## config.mk

```make
export PLATFORM = sky130hd
export DESIGN_NAME = tms_bus_master
export DESIGN_NICKNAME = d
export VERILOG_FILES = /design/src/rtl/tms_bus_master.sv
export SDC_FILE = /design/constraint.sdc
export NUM_CORES = 1
export LEC_CHECK = 0
export ABC_AREA = 1
export BUFFER_PORTS_ARGS = -buffer_cell sky130_fd_sc_hd__buf_2
export CORE_MARGIN = 5
export CORE_UTILIZATION = 55
export CTS_BUF_LIST = sky130_fd_sc_hd__clkbuf_4
export DETAILED_ROUTE_END_ITERATION = 16
export GPL_ROUTABILITY_DRIVEN = 0
export PLACE_DENSITY = 0.95
export SLEW_MARGIN = 20
export SYNTH_ARGS = -nofsm -noshare
export SYNTH_HDL_FRONTEND = slang
export SYNTH_SLANG_ARGS = --single-unit
```

## constraint.sdc

```tcl
create_clock -name clk -period 2.89 [get_ports clk]
set_clock_uncertainty 0.15 [all_clocks]
set_input_delay 0.578 -clock clk [delete_from_list [all_inputs] [get_ports clk]]
set_output_delay 0.578 -clock clk [all_outputs]
set_load 0.02 [all_outputs]
```

## src/rtl/tms_bus_master.sv

```systemverilog
// rtl/tms_bus_master.sv - TI-99/4A expansion bus initiator: 16-bit word requests as two byte cycles
//
// Purpose: acts as the console side of the 8-bit multiplexed expansion bus.
// Each accepted word request is split into an odd-byte cycle (A15=1, wdata[7:0]
// or rdata[7:0]) followed by an even-byte cycle (A15=0, wdata[15:8] or
// rdata[15:8]). Each byte cycle is SETUP -> STROBE -> HOLD. PHI3 is free-running.
//
// Ports:
//   clk, reset          system clock; asynchronous active-low reset (synchronous release)
//   req, wr, addr, wdata  request interface, sampled while idle
//   busy, done, err, rdata  transaction status and read word
//   bus_addr, bus_a15   A0..A14 and byte-select line
//   memen_n, dbin, we_n bus control strobes
//   bus_ready           responder READY (low inserts wait states)
//   bus_dout, bus_doe, bus_din  data bus driver / enable / receiver
//   phi3                free-running clock, period 2*PHI3_DIV clk
module tms_bus_master #(
  parameter int T_SETUP  = 4,
  parameter int T_STROBE = 8,
  parameter int T_HOLD   = 2,
  parameter int WAIT_MAX = 255,
  parameter int PHI3_DIV = 17
) (
  input  logic        clk,
  input  logic        reset,
  input  logic        req,
  input  logic        wr,
  input  logic [15:0] addr,
  input  logic [15:0] wdata,
  output logic        busy,
  output logic        done,
  output logic        err,
  output logic [15:0] rdata,
  output logic [14:0] bus_addr,
  output logic        bus_a15,
  output logic        memen_n,
  output logic        dbin,
  output logic        we_n,
  input  logic        bus_ready,
  output logic [7:0]  bus_dout,
  output logic        bus_doe,
  input  logic [7:0]  bus_din,
  output logic        phi3
);

  localparam int WW = (WAIT_MAX > 0) ? $clog2(WAIT_MAX + 1) : 1;
  localparam int PW = (PHI3_DIV > 1) ? $clog2(PHI3_DIV) : 1;
  localparam logic [WW-1:0] WAIT_LIM  = WW'(WAIT_MAX);
  localparam logic [7:0]    SETUP_END = 8'(T_SETUP - 1);
  localparam logic [7:0]    STRB_END  = 8'(T_STROBE - 1);
  localparam logic [7:0]    HOLD_END  = 8'(T_HOLD - 1);
  localparam logic [PW-1:0] PHI_END   = PW'(PHI3_DIV - 1);

  typedef enum logic [2:0] {
    S_IDLE,
    S_SETUP,
    S_STROBE,
    S_HOLD,
    S_DONE
  } state_t;

  state_t state, next_state;

  logic [1:0]    rst_pipe;
  logic          rst_n_int;
  logic [7:0]    cnt;
  logic [WW-1:0] wait_cnt;
  logic          wr_q;
  logic [14:0]   addr_q;
  logic [15:0]   wdata_q;
  logic          byte_sel;   // 1 = odd (low) byte, 0 = even (high) byte
  logic          err_q;
  logic [15:0]   rdata_q;
  logic [PW-1:0] phi_cnt;
  logic          phi_q;
  logic          active;
  logic          strobe_min;
  logic          hold_last;
  logic          unused_addr_bit;

  assign unused_addr_bit = addr[0];

  // Assertion takes effect at once; release is retimed to clk so no flop
  // leaves reset on a different edge than its neighbours.
  always_ff @(posedge clk or negedge reset) begin
    if (!reset) rst_pipe <= 2'b00;
    else        rst_pipe <= {rst_pipe[0], 1'b1};
  end
  assign rst_n_int = rst_pipe[1];

  assign active     = (state == S_SETUP) || (state == S_STROBE) || (state == S_HOLD);
  assign strobe_min = (cnt == STRB_END);
  assign hold_last  = (cnt == HOLD_END);

  always_ff @(posedge clk or negedge rst_n_int) begin
    if (!rst_n_int) state <= S_IDLE;
    else            state <= next_state;
  end

  always_comb begin
    next_state = state;
    case (state)
      S_IDLE:   if (req) next_state = S_SETUP;
      S_SETUP:  if (cnt == SETUP_END) next_state = S_STROBE;
      // Once the minimum strobe has elapsed, READY ends the phase; a
      // responder that never answers is cut off after WAIT_MAX waits.
      S_STROBE: if (strobe_min && (bus_ready || wait_cnt == WAIT_LIM)) next_state = S_HOLD;
      S_HOLD: begin
        if (hold_last) begin
          if (byte_sel && !err_q) next_state = S_SETUP;
          else                    next_state = S_DONE;
        end
      end
      S_DONE:   next_state = S_IDLE;
      default:  next_state = S_IDLE;
    endcase
  end

  // cnt freezes at the last minimum strobe cycle while wait_cnt counts waits.
  always_ff @(posedge clk or negedge rst_n_int) begin
    if (!rst_n_int) begin
      cnt      <= '0;
      wait_cnt <= '0;
    end else if (next_state != state) begin
      cnt      <= '0;
      wait_cnt <= '0;
    end else if (state == S_STROBE && strobe_min) begin
      wait_cnt <= wait_cnt + 1'b1;
    end else if (active) begin
      cnt <= cnt + 1'b1;
    end
  end

  always_ff @(posedge clk or negedge rst_n_int) begin
    if (!rst_n_int) begin
      wr_q     <= 1'b0;
      addr_q   <= '0;
      wdata_q  <= '0;
      byte_sel <= 1'b0;
      err_q    <= 1'b0;
      rdata_q  <= '0;
    end else begin
      case (state)
        S_IDLE: begin
          if (req) begin
            wr_q     <= wr;
            addr_q   <= addr[15:1];
            wdata_q  <= wdata;
            byte_sel <= 1'b1;
            err_q    <= 1'b0;
          end
        end
        S_STROBE: begin
          if (strobe_min) begin
            if (bus_ready) begin
              if (!wr_q) begin
                if (byte_sel) rdata_q[7:0]  <= bus_din;
                else          rdata_q[15:8] <= bus_din;
              end
            end else if (wait_cnt == WAIT_LIM) begin
              err_q <= 1'b1;
            end
          end
        end
        S_HOLD: begin
          if (hold_last && byte_sel && !err_q) byte_sel <= 1'b0;
        end
        default: ;
      endcase
    end
  end

  always_ff @(posedge clk or negedge rst_n_int) begin
    if (!rst_n_int) begin
      phi_cnt <= '0;
      phi_q   <= 1'b0;
    end else if (phi_cnt == PHI_END) begin
      phi_cnt <= '0;
      phi_q   <= ~phi_q;
    end else begin
      phi_cnt <= phi_cnt + 1'b1;
    end
  end

  always_comb begin
    busy     = active;
    done     = (state == S_DONE);
    err      = err_q;
    rdata    = rdata_q;
    bus_addr = addr_q;
    bus_a15  = byte_sel;
    memen_n  = !active;
    dbin     = active && !wr_q;
    bus_doe  = active && wr_q;
    we_n     = !((state == S_STROBE) && wr_q);
    bus_dout = 8'h00;
    if (active && wr_q) bus_dout = byte_sel ? wdata_q[7:0] : wdata_q[15:8];
    phi3     = phi_q;
  end

endmodule

```

Yosys cells after proc, flatten, opt, wreduce, memory -nomap -nowiden
Cells that the tools add are included.
{ "word_totals": {"reg_bits": 77, "in_bits": 45, "output_inout_bits": 48, "word_cells": 83} }
{ "op_classes": {"n_addsub": 3, "eq_ne": 16, "muxes": 22, "bitwise_logic": 3, "n_reduce_logical": 26} }
{ "op_table": {"columns": ["operator", "count"], "rows": [
  ["two-way mux 8 bit", 7],
  ["adder 8 x 1 -> 8 bit (second input constant)", 2],
  ["two-way mux 3 bit", 5],
  ["AND reduction 5 bit", 3],
  ["case mux 3 bit (4 select lines)", 1],
  ["inequality test 2 bit (second input constant)", 5],
  ["equality test 8 x 1 -> 1 bit (second input constant)", 1],
  ["equality test 8 x 2 -> 1 bit (second input constant)", 1],
  ["equality test 8 x 3 -> 1 bit (second input constant)", 1],
  ["equality test 8 bit (second input constant)", 1],
  ["logical AND 1 bit", 8],
  ["nonzero test 2 bit", 4],
  ["equality test 3 x 2 -> 1 bit (second input constant)", 2],
  ["two-way mux 1 bit", 6],
  ["adder 5 x 1 -> 5 bit (second input constant)", 1],
  ["equality test 5 bit (second input constant)", 1],
  ["two-way mux 5 bit", 1],
  ["zero test 1 bit", 4],
  ["case mux 1 bit (2 select lines)", 2],
  ["AND reduction 2 bit", 2],
  ["equality test 3 x 1 -> 1 bit (second input constant)", 1],
  ["equality test 3 bit (second input constant)", 1],
  ["zero test 3 bit", 1],
  ["logical OR 1 bit", 3],
  ["other kinds (4)", 6]
]} }

Longest topological paths before layout
{ "depth": {"word_depth": 8, "mapped_depth": 12, "mapped_depth_nobuf": 11} }

Worst setup path after synthesis
Ideal clock, no wire load.
{ "synth_path": {"kind": "register -> output", "from": "reg state[0]", "to": "out bus_doe", "t_arrival_ns": 1.764, "required_time_ns": 2.162, "setup_slack_ns": 0.398, "stages_incl_launch_ff": 5, "path_buffers": 0, "cell_sequence": "dfrtp_1 -> o21ai_0 -> inv_2 -> nand2_1 -> inv_1"} }
{ "synth_between": {"elab_chain_cells": 4, "word_cells_on_any_way": 6, "classes_between": "eq/ne: 3; reduce/logical: 3"} }
{ "synth_lines": {"columns": ["item", "line_no", "source"], "rows": [
  ["from (decl)", "62", "state_t state, next_state;"],
  ["from (signal assigned)", "97", "else state <= next_state;"],
  ["equality test 3 x 1 -> 1 bit or equality test 3 x 2 -> 1 bit (tied branches)", "91", "assign active = (state == S_SETUP) || (state == S_STROBE) || (state == S_HOLD);"],
  ["logical OR 1 bit", "91", null],
  ["logical OR 1 bit (*)", "91", null],
  ["named net busy", "30", "output logic busy,"],
  ["logical AND 1 bit (*)", "194", "bus_doe = active && wr_q;"],
  ["to (decl)", "41", "output logic bus_doe,"]
]} }
Mark *: on every way through the listed nets, which the timed path passes. The rest lies on a longest branch.

Final worst setup path
{ "layout_path": {"from": "reg state[2]", "to": "out bus_dout[2]"} }
{ "layout_between": {"elab_chain_cells": 5, "word_cells_on_any_way": 7, "classes_between": "eq/ne: 3; mux: 1; reduce/logical: 3"} }
{ "layout_lines": {"columns": ["item", "line_no", "source"], "rows": [
  ["equality test 3 x 1 -> 1 bit or equality test 3 x 2 -> 1 bit (tied branches)", "91", null],
  ["logical OR 1 bit", "91", null],
  ["logical OR 1 bit (*)", "91", null],
  ["logical AND 1 bit (*)", "197", "if (active && wr_q) bus_dout = byte_sel ? wdata_q[7:0] : wdata_q[15:8];"],
  ["two-way mux 8 bit (*)", "197", null],
  ["to (decl)", "40", "output logic [7:0] bus_dout,"]
]} }
Every way passes the cells marked *; elsewhere a longest branch is shown, timed or not.

==> run metrics <==
length of the first detailed-routing pass in iterations=4; class of the most critical hold timing path=reg2async; Max-Slew Margin vs Limit=0.336; total negative setup slack=0 ns; post-synthesis instance total=~420; clock tree from TritonCTS=done; dominant synthesized flop cell=dfrtp_1; mux cell area share after synthesis=0; core box area=between 6000 and 7000 µm²; Antenna diodes=0; area share of xor/xnor cells in the synthesized design=0.0247; commonest non-fill, non-tap cell in the layout=nand2_1; kind of launch point of the worst setup path=register; arrival time at the worst endpoint=between 1.5 and 2 ns; Clock Sinks=77; number of max-cap violations=0; leak pwr=2.32 nW; Compound-Gate Fraction of Synth Area=0.0657; Final Setup Violations=0; number of max-slew violations in the final report=0; wire length of the first global-routing pass=between 10,000 and 15,000 µm; initial standard-cell utilization of the core=0.561; maximum level of the CTS H-tree=3; total global routing track utilization=0.211; distinct cell type count after synthesis=30; Synth Cell Area=3540 µm²; starting DRC count in detailed routing=357; Die Outline Area=between 8000 and 9000 µm²; reg-to-reg critical path startpoint=state[2]$_DFF_PN0_; shortest clock period the worst path allows after layout=between 2 and 3 ns; count of pins on the block boundary=between 90 and 100; register cell area after layout=a little under 2000 µm²; Skew-Pair Late Insertion Delay=0.42 ns; flip-flop and latch count after synthesis=77; Die Ht=~90 µm; Overflow after GRT=0; count of yosys warnings during synthesis=0; number of placement rows=29; syn avg cell area=between 8 and 9 µm²; post-synthesis adder-cell area fraction=0.0177; EDFF count, synth=0; buffer levels on the longest clock path=2; vias in the first global route=about 3,200; worst reg2reg path endpoint=err$_DFFE_PN0P_; worst slack at placement=0.649 ns; result of the run=completed; maximum fanout along the worst path=9; top library cells by usage in the layout, fill and taps aside=nand2_1, buf_2, dfrtp_1, inv_1, nor2_1; worst slew pin tran=approximately 0.99 ns; combinational family with the most area after synthesis=simple AND/OR/NAND/NOR gates; Max Clk Rate=387 MHz; Worst VDD drop=~0.67 mV; PortBufs=between 90 and 100; library cell used as clock root buffer=clkbuf_4; total chip power=4.17 mW; average vias per placed instance=between 5 and 6; sort of element at the end of the critical path=output port; Req. time, crit path=between 2 and 2.5 ns; final net count=between 500 and 600; number of nets in the synthesized netlist=473; clock buffers created by TritonCTS=9; ratio of cells with drive above 1 in the final layout=0.263; share of async-settable or async-resettable flops after synthesis=1.00; detailed-route wire length=between 8000 and 9000 µm; P&R area growth vs syn=19.6%; Antenna Nets Post-Route=0; share of the clock period used by the worst path=0.894; fill cell total of the finished layout=476; die width=about 90 µm; setup repair after global routing missed its margin=false; clock slew seen by the registers of the worst setup and hold paths=0.12 ns; worst hold slack after final layout=between 0.1 and 0.15 ns; PwrDens=slightly below 1000 nW/µm²; estimated wirelength of the detail-placed design=6020 µm; Via Count=about 3,100; final hold violation count=0; r2r setup slk=0.85 ns; type of the setup path with the least slack=reg2out; drc violations=0; post-route setup slack=0.307 ns; maximum number of pins on one net before global-route repair=36; simple-gate portion of the synthesized area=0.290; per-cell routed wire length=14.0 µm; area of combinational cells with multiple inputs=~1400 µm²; initial antenna violation count=0; worst reg-to-reg path cell count=7; sequential fraction of the synthesis area=0.544
report_power, final:
group / internal, mW / leakage (nW) / switching, mW
Combinational: 0.557 / 1.26 / 1.19
Clock: 0.344 / 0.0732 / 0.378
Sequential: 1.43 / 0.988 / 0.275
Total: 2.33 / 2.32 / 1.84
critical path: stages (launching register included):
cell     delay (ns)
dfrtp_1        0.47
inv_1          0.15
o21ai_0        0.15
inv_2          0.14
nand2_2        0.16
a21oi_1        0.18
buf_2          0.19
area by class of cell:
| type | instances | area share |
|---|---|---|
| flip-flops and latches | 77 | 0.455 |
| well taps | 77 | 0.0227 |
| clock buffers | 9 | 0.0159 |
| multi-input cells | 297 | 0.334 |
| inverters | 39 | 0.0345 |
| clock inverters | 7 | 0.0213 |
| repair buffers | 96 | 0.117 |
sequential cells by signal (all words and copies together) (netlist names):
name / count
bus_a15: 1
bus_addr: 15
cnt: 8
err: 1
phi3: 1
phi_cnt: 5
rdata: 16
rst_pipe: 2
state: 3
wait_cnt: 8
wdata_q: 16
wr_q: 1
what timing repair did:
action	in CTS	in global routing
resized for setup	0	1
hold buffers	1	0
hold endpoints to repair	2	0
endpoints found under the setup margin	0	1
setup buffers	0	0
kinds of logic after synthesis:
kind of cell	count (synthesis)
AND/OR/NAND/NOR	243
other	1
adder cells (fa/ha/maj)	5
buffers and inverters	49
XOR/XNOR	10
flip-flops	77
AO/OA/AOI/OAI	38
stage by stage:
stage / cells / cell area, µm² / util
after floorplan: 423 / 3540 / -
after CTS: 602 / 4240 / 0.671
final: 602 / 4240 / 0.671
after detailed placement: 585 / 4070 / 0.644
after global routing: 602 / 4240 / 0.671
after global placement: 585 / 4070 / 0.644
how the worst max path moves through the flow:
stage | start | endpoint | cells past startpoint
after global placement | state[2]$_DFF_PN0_ | bus_dout[0] | 6
after detailed placement | state[2]$_DFF_PN0_ | bus_dout[2] | 6
after CTS | state[2]$_DFF_PN0_ | bus_dout[2] | 6
final | state[2]$_DFF_PN0_ | bus_dout[2] | 6
after global routing | state[2]$_DFF_PN0_ | bus_dout[0] | 6
after floorplan | state[0]$_DFF_PN0_ | bus_doe | 4
synthesized netlist by cell type (2+ instances only):
master | count | share of area
nand2_1 | 169 | 0.18
dfrtp_1 | 77 | 0.54
inv_1 | 35 | 0.037
nor2_1 | 33 | 0.035
nand3_1 | 15 | 0.021
a21oi_1 | 10 | 0.014
xor2_1 | 9 | 0.022
o21ai_0 | 8 | 0.011
o21ai_2 | 8 | 0.020
clkbuf_1 | 7 | 0.0074
nor2_2 | 7 | 0.012
o21ai_1 | 7 | 0.0099
nand4_1 | 6 | 0.011
ha_1 | 5 | 0.018
inv_2 | 4 | 0.0042
nor3_1 | 4 | 0.0056
nand3_2 | 3 | 0.0085
o21bai_1 | 3 | 0.0064
nand2_4 | 2 | 0.0064
routing by layer:
metal | global-route usage | share of wire | vias to the layer above
met5 | 0 | 0 | -
met2 | 0.355 | 0.51 | 143
met4 | 0.0844 | 0.020 | 0
met3 | 0.0608 | 0.087 | 20
li1 | - | - | 1509
met1 | 0.254 | 0.39 | 1440
Power figures use the tool's default switching activity.
